File: config.mk
export PLATFORM = sky130hd
export DESIGN_NAME = seq_detect_param
export DESIGN_NICKNAME = d
export VERILOG_FILES = /design/src/rtl/seq_detect_param.sv
export SDC_FILE = /design/constraint.sdc
export NUM_CORES = 1
export LEC_CHECK = 0
export ABC_CLOCK_PERIOD_IN_PS = 4050
export CAP_MARGIN = 20
export CORE_MARGIN = 2
export CORE_UTILIZATION = 51
export CTS_CLUSTER_DIAMETER = 80
export DETAILED_ROUTE_END_ITERATION = 8
export GPL_TIMING_DRIVEN = 0
export PLACE_DENSITY = 0.81
export SYNTH_ARGS = -nofsm -noshare
export SYNTH_HDL_FRONTEND = slang
export SYNTH_SLANG_ARGS = --single-unit
File: constraint.sdc
create_clock -name ck -period 4.05 [get_ports ck]
set_input_delay 0.81 -clock ck [delete_from_list [all_inputs] [get_ports ck]]
set_output_delay 0.81 -clock ck [all_outputs]
set_load 0.005 [all_outputs]
File: src/rtl/seq_detect_param.sv
// seq_detect_param: parametrised serial pattern detector with reloadable pattern and match counter
// Ports: ck falling-edge clock, rs async active-low reset, en sample enable, in serial bit,
//        overlap match mode, pat_load/pat_in pattern reload, cnt_clr counter clear,
//        y one-sample match flag, fill valid history bits, match_cnt saturating count, pat active pattern
module seq_detect_param #(
    parameter int N = 4,
    parameter logic [N-1:0] PATTERN = 4'b0110,
    parameter int CNT_W = 8
) (
    input  logic                     ck,
    input  logic                     rs,
    input  logic                     en,
    input  logic                     in,
    input  logic                     overlap,
    input  logic                     pat_load,
    input  logic [N-1:0]             pat_in,
    input  logic                     cnt_clr,
    output logic                     y,
    output logic [$clog2(N+1)-1:0]   fill,
    output logic [CNT_W-1:0]         match_cnt,
    output logic [N-1:0]             pat
);
    localparam int FW = $clog2(N+1);
    logic [N-1:0]  hist, hist_next;
    logic [FW-1:0] fill_inc;
    logic          match;
    always_comb begin
        hist_next = {hist[N-2:0], in};
        fill_inc  = (fill == FW'(N)) ? fill : fill + 1'b1;
        // fill gates out stale history so an all-zero pattern cannot hit on reset contents
        match     = en && !pat_load && (fill_inc == FW'(N)) && (hist_next == pat);
    end
    always_ff @(negedge ck or negedge rs) begin
        if (!rs) begin
            hist      <= '0;
            fill      <= '0;
            y         <= 1'b0;
            match_cnt <= '0;
            pat       <= PATTERN;
        end else begin
            if (pat_load) begin
                pat  <= pat_in;
                hist <= '0;
                fill <= '0;
                y    <= 1'b0;
            end else if (en) begin
                hist <= hist_next;
                fill <= (match && !overlap) ? '0 : fill_inc;
                y    <= match;
            end else begin
                y <= 1'b0;
            end
            if (cnt_clr)
                match_cnt <= '0;
            else if (match && !(&match_cnt))
                match_cnt <= match_cnt + 1'b1;
        end
    end
endmodule

==> run summary <==
27 I/O pins were placed. The tools report the endpoint with the worst hold slack as hist[2]$_DFFE_NN0P_. The global routing usage summed across all routing layers is 22.09%, and the final critical-path setup slack is 0.03297 ns. The floorplan core area is 0.001962 mm2, and the post-synthesis average cell area is 10.44 um2. Number of buffer and inverter instances along the worst setup path: 1. The mapped cell area was 0.001055 mm2; the final non-filler cell total was 172. The launch point of the worst reg-to-reg path is fill[0]$_DFFE_NN0P_. For this design, the CTS-stage hold fixing added 0 buffers. Internal reg-to-reg setup slack: 1.80 ns. The cell family contributing the most delay on the critical path is buffers and inverters. Number of global-route vias before repair: 897. OpenSTA, run right after detailed placement, puts the worst setup slack at -0.5062 ns.

The run gives 160 as the net count reported at finish. In this run the clock root is driven by a sky130_fd_sc_hd__clkbuf_4. Across all layers, the routed design uses 905 vias.

The logs give 0 for the final number of max-transition violations and 0 for the count of maximum capacitance violations. The longest clock path from root to sink contains 2 buffers. For this run, the number of Yosys warnings is 0. The number of core rows is 16, and the delay of the slowest cell on the worst path is 0.49 ns. The worst-case IR drop observed on VDD is 281.9 uV. The final HPWL from detailed placement was 1.657 mm; the path depth of the worst reg2reg path was 9.

The signal on the critical path passes through clkdlybuf4s50_1. The routed wirelength normalized by instance count was 13.69 um; the clock latency on the worst-skew pair was 0.35 ns. The worst hold path begins at hist[2]$_DFFE_NN0P_. The run gives 0 as the initial antenna violation count. The top routing layer in use was met4. The number of H-tree levels is 1, and the total CTS buffers is 3. By startpoint and endpoint, the worst setup path is classified as register to output port.

The logs give 0 for the final routed DRC violation total and 2.355 mm for the wire length after detailed routing. Setup violations remaining at the end of the flow were counted as 0. The fraction of final layout cells sized beyond drive strength 1 came out at 25.52%.

Entering global routing, the biggest net connects 20 pins. The tools report the TritonCTS sink count as 19. Counting distinct cell types in the post-synthesis netlist gives 33. The area growth from synthesis to final layout is 39.98%. The chip width came out at 49.48 um. Clock-pin slew was measured on the worst setup and hold paths at 0.07 ns. Setup repair after global routing left no endpoint under its margin. The tightest min-delay check is of the register to register type. The first routing iteration left 21 violations.

For this run, the detailed router's first-pass iteration total came to 4. The worst setup path is launched from a register. The count of antenna diodes in the layout is 0, and the fraction of registers with async set or reset after synthesis is 100.0%. The floorplan step set the die height to 49.48 um. For the final database, setup skew stands at 0.05448 ns. The run gives 3.21 ns as the data arrival at the endpoint of the critical path.

The share of synthesized area occupied by flip-flops and latches is 45.31%. Measured slew at the worst slew-check pin: 0.8319 ns. The average vias per placed instance was 5.262; the number of enable flip-flop cells after synthesis was 0.

STA puts the critical path data required time at 3.24 ns. Counting every net in the synthesized netlist gives 115. The leftover overflow at the end of global routing is 0, and the maximum fanout along the worst path is 1. The worst setup path is captured at an output port.

The flow ran to the end, and the final reports show no timing, DRC or antenna violations. The max-slew headroom at the worst pin was 44.36%. The congestion estimate from routability-driven global placement came to 0.7633. In the detailed route, the total length drawn on met3 is 97 um. The total die area is 0.002448 mm2, and the wire length of the first global-routing pass is 4.105 mm. The detailed-routing wirelength on met1 came out at 1.011 mm. Input and output buffers added on the ports amount to 25. The number of routed nets with antenna violations was 0. The most used flip-flop cell after synthesis is sky130_fd_sc_hd__dfrtn_1. Destination of the worst register-to-register timing path: match_cnt[2]$_DFFE_NN0P_.

For this design the static power due to leakage is 0.7327 nW. In the synthesized netlist, the number of instances is 101. The initial utilization of the core area, before any placement, comes to 53.76%. The run gives 153 as the placed cell count. Worst hold path cell count: 2. Counting flops and latches in the post-synthesis netlist gives 19. Summed over all nets, wire length on met2 after detailed routing comes to 1.205 mm. The run gives 0 as the hold violation total from the final report. Cell area power density: 253.3 mW/mm2. The filler cells instantiated in the layout total 153. The slowest stage of the critical path is the sky130_fd_sc_hd__clkdlybuf4s50_1 cell.

TritonCTS built the clock tree.
cells by family (layout without fill, tap and decap cells):
logic type	Yosys count	after routing	synth area share, %
AND/OR/NAND/NOR	42	42	23.96
XOR/XNOR	5	5	4.152
multiplexers	12	12	12.34
AO/OA/AOI/OAI	11	11	6.762
adder cells (fa/ha/maj)	3	3	3.559
buffers and inverters	9	53	3.915
flip-flops	19	19	45.31
how the worst max path moves through the flow:
stage / slack (ns) / start / to / cells past startpoint
global placement: -0.48 / pat_load / match_cnt[2]$_DFFE_NN0P_ / 6
detailed placement: -0.51 / pat_load / match_cnt[2]$_DFFE_NN0P_ / 6
global route: 0.001 / y$_DFF_NN0_ / y / 1
finish: 0.03 / y$_DFF_NN0_ / y / 1
floorplan: 0.05 / en / match_cnt[3]$_DFFE_NN0P_ / 6
CTS: 0.007 / fill[0]$_DFFE_NN0P_ / fill[0] / 1
through the flow:
stage	TNS, ns	power [mW]	area, um2	hold slack (ns)	utilization (%)
after floorplan	0	0.2473	1070	0.4664	-
after global placement	-4.177	0.2769	1354	0.4912	69.01
after detailed placement	-4.622	0.2800	1354	0.5005	69.01
after CTS	0	0.3772	1461	0.5039	74.49
after global routing	0	0.3972	1476	0.5924	75.26
final	0	0.3740	1476	0.5050	75.26
area by class of cell:
type | count | area, um2 | area share [%]
Clock buffer | 3 | 22.52 | 1.525
Clock inverter | 3 | 11.26 | 0.7627
Inverter | 4 | 15.01 | 1.017
Multi-Input combinational cell | 73 | 551.8 | 37.37
Buffer | 4 | 32.53 | 2.203
Sequential cell | 19 | 478.0 | 32.37
Timing Repair Buffer | 39 | 331.6 | 22.46
Tap cell | 27 | 33.78 | 2.288
cell usage in the layout (no fill, tap or decap), types with 2 or more instances in the layout:
cell type and count:
sky130_fd_sc_hd__a21oi_1 4, sky130_fd_sc_hd__buf_4 13, sky130_fd_sc_hd__clkbuf_4 3, sky130_fd_sc_hd__clkdlybuf4s50_1 8, sky130_fd_sc_hd__dfrtn_1 17, sky130_fd_sc_hd__dfstp_2 2
sky130_fd_sc_hd__dlygate4sd2_1 15, sky130_fd_sc_hd__ha_1 3, sky130_fd_sc_hd__inv_1 6, sky130_fd_sc_hd__mux2_2 7, sky130_fd_sc_hd__mux2i_1 4, sky130_fd_sc_hd__nand2_1 7
sky130_fd_sc_hd__nand2b_1 3, sky130_fd_sc_hd__nand3_1 3, sky130_fd_sc_hd__nand4_1 2, sky130_fd_sc_hd__nor2_1 11, sky130_fd_sc_hd__nor2b_1 4, sky130_fd_sc_hd__o21ai_0 4
sky130_fd_sc_hd__or3_1 2, sky130_fd_sc_hd__xor2_1 3
cells in the mapped netlist, drive strengths merged (2+ instances only):
master,count,area [um2]
mux2,8,90.09
clkbuf,2,7.510
dfrtn,17,425.4
buf,2,15.01
nand4,2,12.51
ha,3,37.54
o21ai,4,20.02
xor2,4,35.03
nand2b,3,18.77
nor4,2,27.53
nand3,4,25.02
nor2,12,45.04
dfstp,2,52.55
a21oi,4,20.02
or3,2,12.51
inv,5,18.77
nor2b,4,25.02
mux2i,4,40.04
nand2,7,26.28
flip-flops by register name, indices dropped and copies added, names as in the netlist:
signal     count
y              1
fill           3
match_cnt      8
pat            4
hist           3
per-layer routing:
metal	global-route usage, %	up-vias
met1	25.25	440
met2	38.51	23
met5	0	-
li1	-	438
met4	9.722	0
met3	6.061	4
power by group:
group / switching, mW / internal (mW)
combinational: 0.0327 / 0.0366
clock: 0.0617 / 0.0385
sequential: 0.00470 / 0.200
total: 0.0991 / 0.275
timing repair:
item                       CTS  global route
buffers inserted            13             0
gates resized for setup     16             6
cloned                       0             1
setup endpoints to repair   22             5
pin swaps                    2             2
Power figures use the tool's default switching activity.
==> edit, RTL diff (same flow settings) <==
Change the parameter `CNT_W` from 8 to 9.
--- a/src/rtl/seq_detect_param.sv
+++ b/src/rtl/seq_detect_param.sv
@@ -6,5 +6,5 @@
     parameter int N = 4,
     parameter logic [N-1:0] PATTERN = 4'b0110,
-    parameter int CNT_W = 8
+    parameter int CNT_W = 9
 ) (
     input  logic                     ck,
Ports: changed (resized match_cnt); port bits go from 27 to 28. No check against the original RTL was run, so the function may have changed too.
==> edit against the original RTL <==
- final area is 3.6% higher
- count of clock-buffer cells in the layout grew 1
- area after synthesis shrank 1.1%
- final cell count increased by 4.1%
- wire length up 6.5%
- worst setup slack improved by 18 ps
- sequential cell count is 1 higher
- total power rose by 4.2%
- global-route usage fell by 0.36 points
- highest routed layer unchanged
==> edit: results (changes against the original RTL) <==
| Metric | Value |
|---|---|
| GRT met3 Usage | 3.374% (-2.7 points) |
| Share of cells above drive strength 1 | 25.00% (-0.52 points) |
| Clock Tree Buf Depth | 2 (unchanged) |
| Routed WL | 2509 um (+6.5%) |
| Ys Warns | 0 (unchanged) |
| Ys async rst share | 100.0% (unchanged) |
| DRT iter0 DRCs | 22 (+4.8%) |
| Fin nets | 168 (+5.0%) |
| Clk slew on worst S/H paths | 80 ps |
| Worst Tran Pin Value | 883.9 ps (+51.97 ps) |
| TritonCTS buffer count | 3 (unchanged) |
| DR vias/cell | 5.419 (+3.0%) |
| # H-tree levels | 1 (unchanged) |
| Pin count of the biggest net entering global routing | 21 (+5.0%) |
| Max VDD drop | 0.0002023 V (-28%) |
| Outcome | finished, final reports clean |
| Leading post-synthesis cells by cell area | dfrtn_1, mux2_2, dfstp_2 |
| Initial DRT Pass Iterations | 5 (+1) |
| Grt met2 use | 35.36% (-3.2 points) |
| Via count of the first global-routing pass | 932 (+3.9%) |
| Post-synthesis sequential area ratio | 48.20% (+2.9 points) |
| Worst-path fanout max | 7 (+6) |
| Biggest regs | match_cnt x9, pat x4 |
| Global-route wire length before repair | 4064 um (-1.0%) |
| Initial antenna violation count | 0 (unchanged) |
| Total GRT Usage | 21.73% (-0.36 points) |
| Clk_lat worst skew | 360 ps |
| GR Util met1 | 27.94% (+2.7 points) |
| Worst Clk Skew | 56.56 ps (+2.081 ps) |
| WS Path Type | input port to register |
| Worst hold path class | register to register |
| Top cells by count, synth | dfrtn_1, nor2_1, o21ai_0 |
| Count of cell types in the netlist | 26 (-21%) |
| Syn nets | 116 (+0.87%) |
| WP data arrival | 2310 ps (-900 ps) |
| GP Congestion | 0.7576 (-0.75%) |
| Post-DP HPWL | 1486 um (-10%) |
| Cell Area, Placed | 1328 sq um (-1.9%) |
| Static Leak | 0.8175 nW (+12%) |
| Max-cap violation count | 0 (unchanged) |
[edit: cell types whose count changed after synthesis, sizes merged, moves of 3 or more]
cell    change
a21oi       +3
mux2        -3
nand2       -3
nand2b      -3
o21ai       +4
or3         +4
[edit: cell families (layout without fill, tap and decap cells)]
logic type               Yosys count  in the layout  share of synthesized area, %
buffers and inverters              8             58                         2.998
XOR/XNOR                           6              6                         5.036
flip-flops                        20             20                         48.20
multiplexers                      10             10                         10.19
adder cells (fa/ha/maj)            4              4                         4.796
AO/OA/AOI/OAI                     15             15                         7.194
AND/OR/NAND/NOR                   38             39                         21.58
[edit: layout make-up]
type	count	area, sq um
plain buffers	3	12.51
clock buffers	4	26.28
clock inverters	2	7.507
fillers	131	411.6
inverters	4	15.01
multi-input cells	74	546.8
flip-flops and latches	20	503.0
well taps	27	33.78
repair buffers	45	385.4
[edit: repair_timing]
| item | CTS | global route |
|---|---|---|
| setup buffers | 15 | 5 |
| pin swaps | 6 | 7 |
| setup endpoints to repair | 26 | 8 |
| resized for setup | 19 | 11 |
| gates cloned | 1 | 0 |
[edit: path summary, 6_finish.rpt]
path,cells after the start,slack (ps),from,to
max,6,50,pat_load,match_cnt[5]
min reg2reg,2,510,hist[2],hist[2]
max reg2reg,10,1820,match_cnt[3],match_cnt[2]
min,2,510,hist[2],hist[2]
min in group asynchronous,1,2910,rs,match_cnt[2]
max in group asynchronous,1,570,rs,pat[3]
[edit: power by group]
part	leakage [nW]	switching (mW)	internal (mW)
logic	0.526	0.0344	0.0335
registers	0.266	0.00460	0.210
clock network	0.0256	0.0664	0.0410
total	0.818	0.105	0.284
[edit: routing by layer]
layer  vias up  wire, um
met5         -         0
met4         0        51
met3         6        87
met2        27      1280
met1       479      1090
li1        458         -
[edit: per-stage QoR]
| step | worst slack [ps] | total power [mW] | cells |
|---|---|---|---|
| 6_report | 50.73 | 0.3898 | 179 |
| 5_1_grt | -61.79 | 0.4084 | 179 |
| 4_1_cts | 6.026 | 0.3882 | 174 |
| 3_5_place_dp | -486.6 | 0.2837 | 153 |
| 3_3_place_gp | -446.0 | 0.2816 | 153 |
| 2_1_floorplan | 90.18 | 0.2530 | 101 |
[edit: worst max-delay path, stage by stage]
cell	delay, ps
clkdlybuf4s15_1	220
nor4b_4	380
nand4_1	170
buf_4	200
or3_4	390
a21oi_2	140
